### src/rtl/wb_regfile.sv
`default_nettype none
// +------------------------------------------------------------------------+
// | wb_regfile : MEM/WB write-back, 32x32 register file with write-first     |
// |              bypass read ports and retire counter; WB_TRACE_EN adds a    |
// |              registered write trace port.            Revision: 1.0       |
// +------------------------------------------------------------------------+
module wb_regfile #(
  parameter  int DATA_W   = 32,
  parameter  int ADDR_W   = 5,
  parameter  int NREG     = 32,
  parameter  int CNT_W    = 32,
  localparam int BUNDLE_W = 2 + 2*DATA_W + ADDR_W
) (
  input  logic                clock,
  input  logic                rst_n,
  input  logic [BUNDLE_W-1:0] mem_wb_in,
  input  logic                mem_wb_valid,
  input  logic [ADDR_W-1:0]   rs_addr,
  input  logic [ADDR_W-1:0]   rt_addr,
  output logic [DATA_W-1:0]   rs_data,
  output logic [DATA_W-1:0]   rt_data,
  output logic                wb_en,
  output logic [ADDR_W-1:0]   wb_addr,
  output logic [DATA_W-1:0]   wb_data,
  output logic [CNT_W-1:0]    retired
`ifdef WB_TRACE_EN
  ,
  output logic                trace_valid,
  output logic [ADDR_W-1:0]   trace_addr,
  output logic [DATA_W-1:0]   trace_data
`endif
);

  generate
    if (NREG != (1 << ADDR_W)) begin : g_bad_nreg
      $error("wb_regfile: NREG must equal 2**ADDR_W");
    end
  endgenerate

  logic              reg_write;
  logic              mem_to_reg;
  logic [DATA_W-1:0] dm_out;
  logic [DATA_W-1:0] alu_out;
  logic [ADDR_W-1:0] dest;

  assign reg_write  = mem_wb_in[BUNDLE_W-1];
  assign mem_to_reg = mem_wb_in[BUNDLE_W-2];
  assign dm_out     = mem_wb_in[BUNDLE_W-3 -: DATA_W];
  assign alu_out    = mem_wb_in[ADDR_W +: DATA_W];
  assign dest       = mem_wb_in[ADDR_W-1:0];

  assign wb_en   = mem_wb_valid & reg_write & (dest != '0);
  assign wb_addr = dest;
  assign wb_data = mem_to_reg ? dm_out : alu_out;

  logic [DATA_W-1:0] regs [NREG];

  // Entry 0 is never written because wb_en excludes dest 0; reads mask it anyway.
  always_ff @(posedge clock or negedge rst_n) begin
    if (!rst_n) begin
      for (int i = 0; i < NREG; i++) begin
        regs[i] <= '0;
      end
    end else if (wb_en) begin
      regs[wb_addr] <= wb_data;
    end
  end

  always_comb begin
    rs_data = regs[rs_addr];
    if (rs_addr == '0) begin
      rs_data = '0;
    end else if (wb_en && (rs_addr == wb_addr)) begin
      rs_data = wb_data;
    end
  end

  always_comb begin
    rt_data = regs[rt_addr];
    if (rt_addr == '0) begin
      rt_data = '0;
    end else if (wb_en && (rt_addr == wb_addr)) begin
      rt_data = wb_data;
    end
  end

  always_ff @(posedge clock or negedge rst_n) begin
    if (!rst_n) begin
      retired <= '0;
    end else if (mem_wb_valid) begin
      retired <= retired + {{(CNT_W-1){1'b0}}, 1'b1};
    end
  end

`ifdef WB_TRACE_EN
  always_ff @(posedge clock or negedge rst_n) begin
    if (!rst_n) begin
      trace_valid <= 1'b0;
      trace_addr  <= '0;
      trace_data  <= '0;
    end else begin
      trace_valid <= wb_en;
      if (wb_en) begin
        trace_addr <= wb_addr;
        trace_data <= wb_data;
      end
    end
  end
`endif

endmodule
`default_nettype wire

### config.mk
export PLATFORM = sky130hd
export DESIGN_NAME = wb_regfile
export DESIGN_NICKNAME = d
export VERILOG_FILES = /design/src/rtl/wb_regfile.sv
export SDC_FILE = /design/constraint.sdc
export NUM_CORES = 2
export LEC_CHECK = 0
export CORE_MARGIN = 5
export CORE_UTILIZATION = 45
export CTS_CLUSTER_SIZE = 40
export DETAILED_ROUTE_END_ITERATION = 7
export SYNTH_ARGS = -nofsm -noshare
export SYNTH_HDL_FRONTEND = slang
export SYNTH_SLANG_ARGS = --single-unit
### constraint.sdc
create_clock -name clock -period 4.1 [get_ports clock]
set_clock_uncertainty 0.05 [all_clocks]
set_input_delay 0.82 -clock clock [delete_from_list [all_inputs] [get_ports clock]]
set_output_delay 0.82 -clock clock [all_outputs]
set_load 0.03 [all_outputs]
==> impl_metrics.yaml <==
run_status:
  status: "finished, violations left"
  violations: "design-rule violations, negative setup slack"
placement:
  place_congestion: 0.905
  hpwl_um: 141000
  io_buffers: 217
clock_network:
  clkSinkCount: 1056
  cts_made_buffers: 113
  clk_latency_ps: 710
  root_buffer: "clkbuf_16"
  cts_tree: "yes"
  cts_buffer_depth: 3
  path_clk_slew_ps: 60
  cts-htree-levels: 3
drt:
  drcViolationCount: 3
  drt-wirelength-per-cell_um: 30.5
  vias: 44877
  final_antenna_net_count: 0
  totalWireLength_um: 213000
  vias_per_cell: 6.44
  first_iter_violations: 6418
  drtPass1Iterations: 8
logic_synthesis:
  synth.top_cell.area_share: 0.480
  synthArstFlopShare: 1.00
  synth_flop_cell: "dfrtp_1"
  synth.net_count: 5067
  synthSimpleGateAreaFrac: 0.0987
  netlist_area_um2: 55100
  netlist_instances: 4982
  synth_adder_area_share: 0.000227
  synth_edf_count: 0
  ys_seq_elements: 1056
  seq_area_frac_synth: 0.480
  synth_xor_area_frac: 0.00668
  synth_compound_area_frac: 0.143
  synth_top_family_by_area: "multiplexers"
  yosysTopAreaCell: "dfrtp_1"
  synthMuxAreaShare: 0.222
  synth_area_per_cell_um2: 11.1
  yosys_warnings: 0
  ys_types: 73
  synth.area.top_cells: "dfrtp_1, mux4_2, a21oi_1, nor2_1, mux2i_1"
timing:
  max_slew_margin: 0.281
  report.final.slew_viol_count: 0
  finalSetupViolations: 1
  fin_hold_ws_ps: 68.0
  fin_crit_ps: 4190
  tightestPinTransition_ps: 1080
  fmax_ghz: 0.239
  setup_ws_ps: -88.9
  tns_ps: -88.9
  rsz0062_at_grt: "false"
  hold_viol: 0
  fin_crit_sh: 1.02
run:
  cap_violations: 0
floorplanning:
  ioPinCount: 218
  start_util: 0.453
  core_um2: 122000
  die_width_um: 360
  dieArea_um2: 129000
  dieHeight_um: 360
  rows: 128
cells_and_area:
  nNetsFinal: 5322
  synthToLayoutAreaGrowth_pct: 22.0
  most-common-layout-cells: "dfrtp_1, nor2_1, a21oi_1, mux4_2, buf_4"
  drive_above_1_share: 0.253
  final_common_cell: "dfrtp_1"
  fill_cells: 10235
worst_setup_path:
  path_class: "in2out"
  crit_arrival_ps: 3320
  critPathLaunchType: "input pin"
  regToRegSetupSlack_ps: 2310
  crit_fanout: 30
  crit_required_ps: 3230
  endpoint_kind: "output port"
min_path:
  hold_class: "in2async"
power:
  p_leak_nw: 28.5
  peakVddDrop_uv: 360
  p_per_area_nw_per_um2: 484
global_route:
  grt_util_all_layers: 0.324
  grt_pass1_vias: 43756
  grt_max_degree: 84
  antenna_found_initial: 8
  grt_pass1_wl_um: 310000
  grt.overflow.total: 0
==> worst paths after layout <==
| check | startpoint | to | cells after the start |
|---|---|---|---|
| hold reg to reg | regs[1014]$_DFFE_PN0P_ | regs[1014]$_DFFE_PN0P_ | 0 |
| setup / recovery | rt_addr[1] | rt_data[15] | 11 |
| min in group clock | regs[1014]$_DFFE_PN0P_ | regs[1014]$_DFFE_PN0P_ | 0 |
| setup reg to reg | retired[0]$_DFFE_PN0P_ | retired[22]$_DFFE_PN0P_ | 7 |
| max in group asynchronous | rst_n | regs[395]$_DFFE_PN0P_ | 3 |
| hold / removal | rst_n | regs[277]$_DFFE_PN0P_ | 1 |
==> power breakdown <==
| group | internal [mW] | total, mW | switching [mW] |
|---|---|---|---|
| logic | 3.90 | 7.75 | 3.85 |
| registers | 12.3 | 13.7 | 1.47 |
| clock network | 6.55 | 11.0 | 4.48 |
==> state kept, by name, summed over array words and instances, names as in the netlist <==
register  cells
regs       1024
retired      32
==> timing repair <==
item | 4_1_cts | 5_1_grt
hold buffers | 0 | 0
hold endpoints to repair | 0 | 0
buffers inserted | 7 | 10
endpoints found under the setup margin | 36 | 23
cloned | 1 | 0
pin swaps | 7 | 6
resized for setup | 38 | 19
==> per-stage QoR <==
step / std cells / power [mW] / utilization / worst slack, ps / area (um^2)
5_1_grt: 6958 / 33.8 / 0.552 / 4.69 / 67200
6_report: 6966 / 32.5 / 0.552 / -88.9 / 67200
2_1_floorplan: 4982 / 18.3 / - / -3.47 / 55100
3_5_place_dp: 6730 / 21.5 / 0.516 / -625 / 62900
3_3_place_gp: 6730 / 21.2 / 0.516 / -551 / 62900
4_1_cts: 6948 / 32.5 / 0.551 / -83.9 / 67000
==> cell usage after synthesis (all sizes together) (4+ instances only) <==
cell type and instances:
nand2 249, nand3 16, o211ai 6, inv 40
a221o 8, mux2i 124, mux2 6, or2 11
a221oi 53, a21o 5, a22o 18, a22oi 68
nand4 17, and3 9, xnor2 26, and2 4
a31oi 8, o22ai 83, mux4 485, dfrtp 1056
a211oi 23, nor4 15, o311ai 4, a21oi 839
buf 207, o21ai 256, a211o 4, clkbuf 329
nor3 14, nor2 900, or4 4, o31ai 6
xor2 16, nand2b 18, nor2b 20, and4 5
==> critical path, cell delays in order <==
cell and delay (ps):
buf_8 280, buf_12 280, and2_1 360, buf_4 230, a22oi_1 90, and3_1 180, o21ai_0 460, buf_4 220
a21oi_1 60, buf_4 140, buf_12 130
==> cells by family after synthesis <==
family,count (synthesis)
xor+xnor,42
mux,615
compound gates,1401
flops,1056
fa+ha+maj,1
buf+inv,578
simple gates,1289
==> routing by layer <==
| layer | global-route usage | wire length, um |
|---|---|---|
| met1 | 0.451 | 82000 |
| met5 | 0 | 27 |
| met3 | 0.109 | 28500 |
| met4 | 0.138 | 10400 |
| met2 | 0.467 | 91600 |
==> area by class of cell <==
class / count / area (um^2) / share of cell area
multi-input combinational: 3348 / 26600 / 0.396
antenna: 8 / 20.0 / 0.000298
clock buffer: 166 / 3370 / 0.0502
clock inverter: 45 / 609 / 0.00907
timing repair buffer: 676 / 7950 / 0.118
tap: 1625 / 2030 / 0.0303
sequential: 1056 / 26400 / 0.393
inverter: 42 / 158 / 0.00235
No activity file was read; power rests on OpenSTA's default activity.
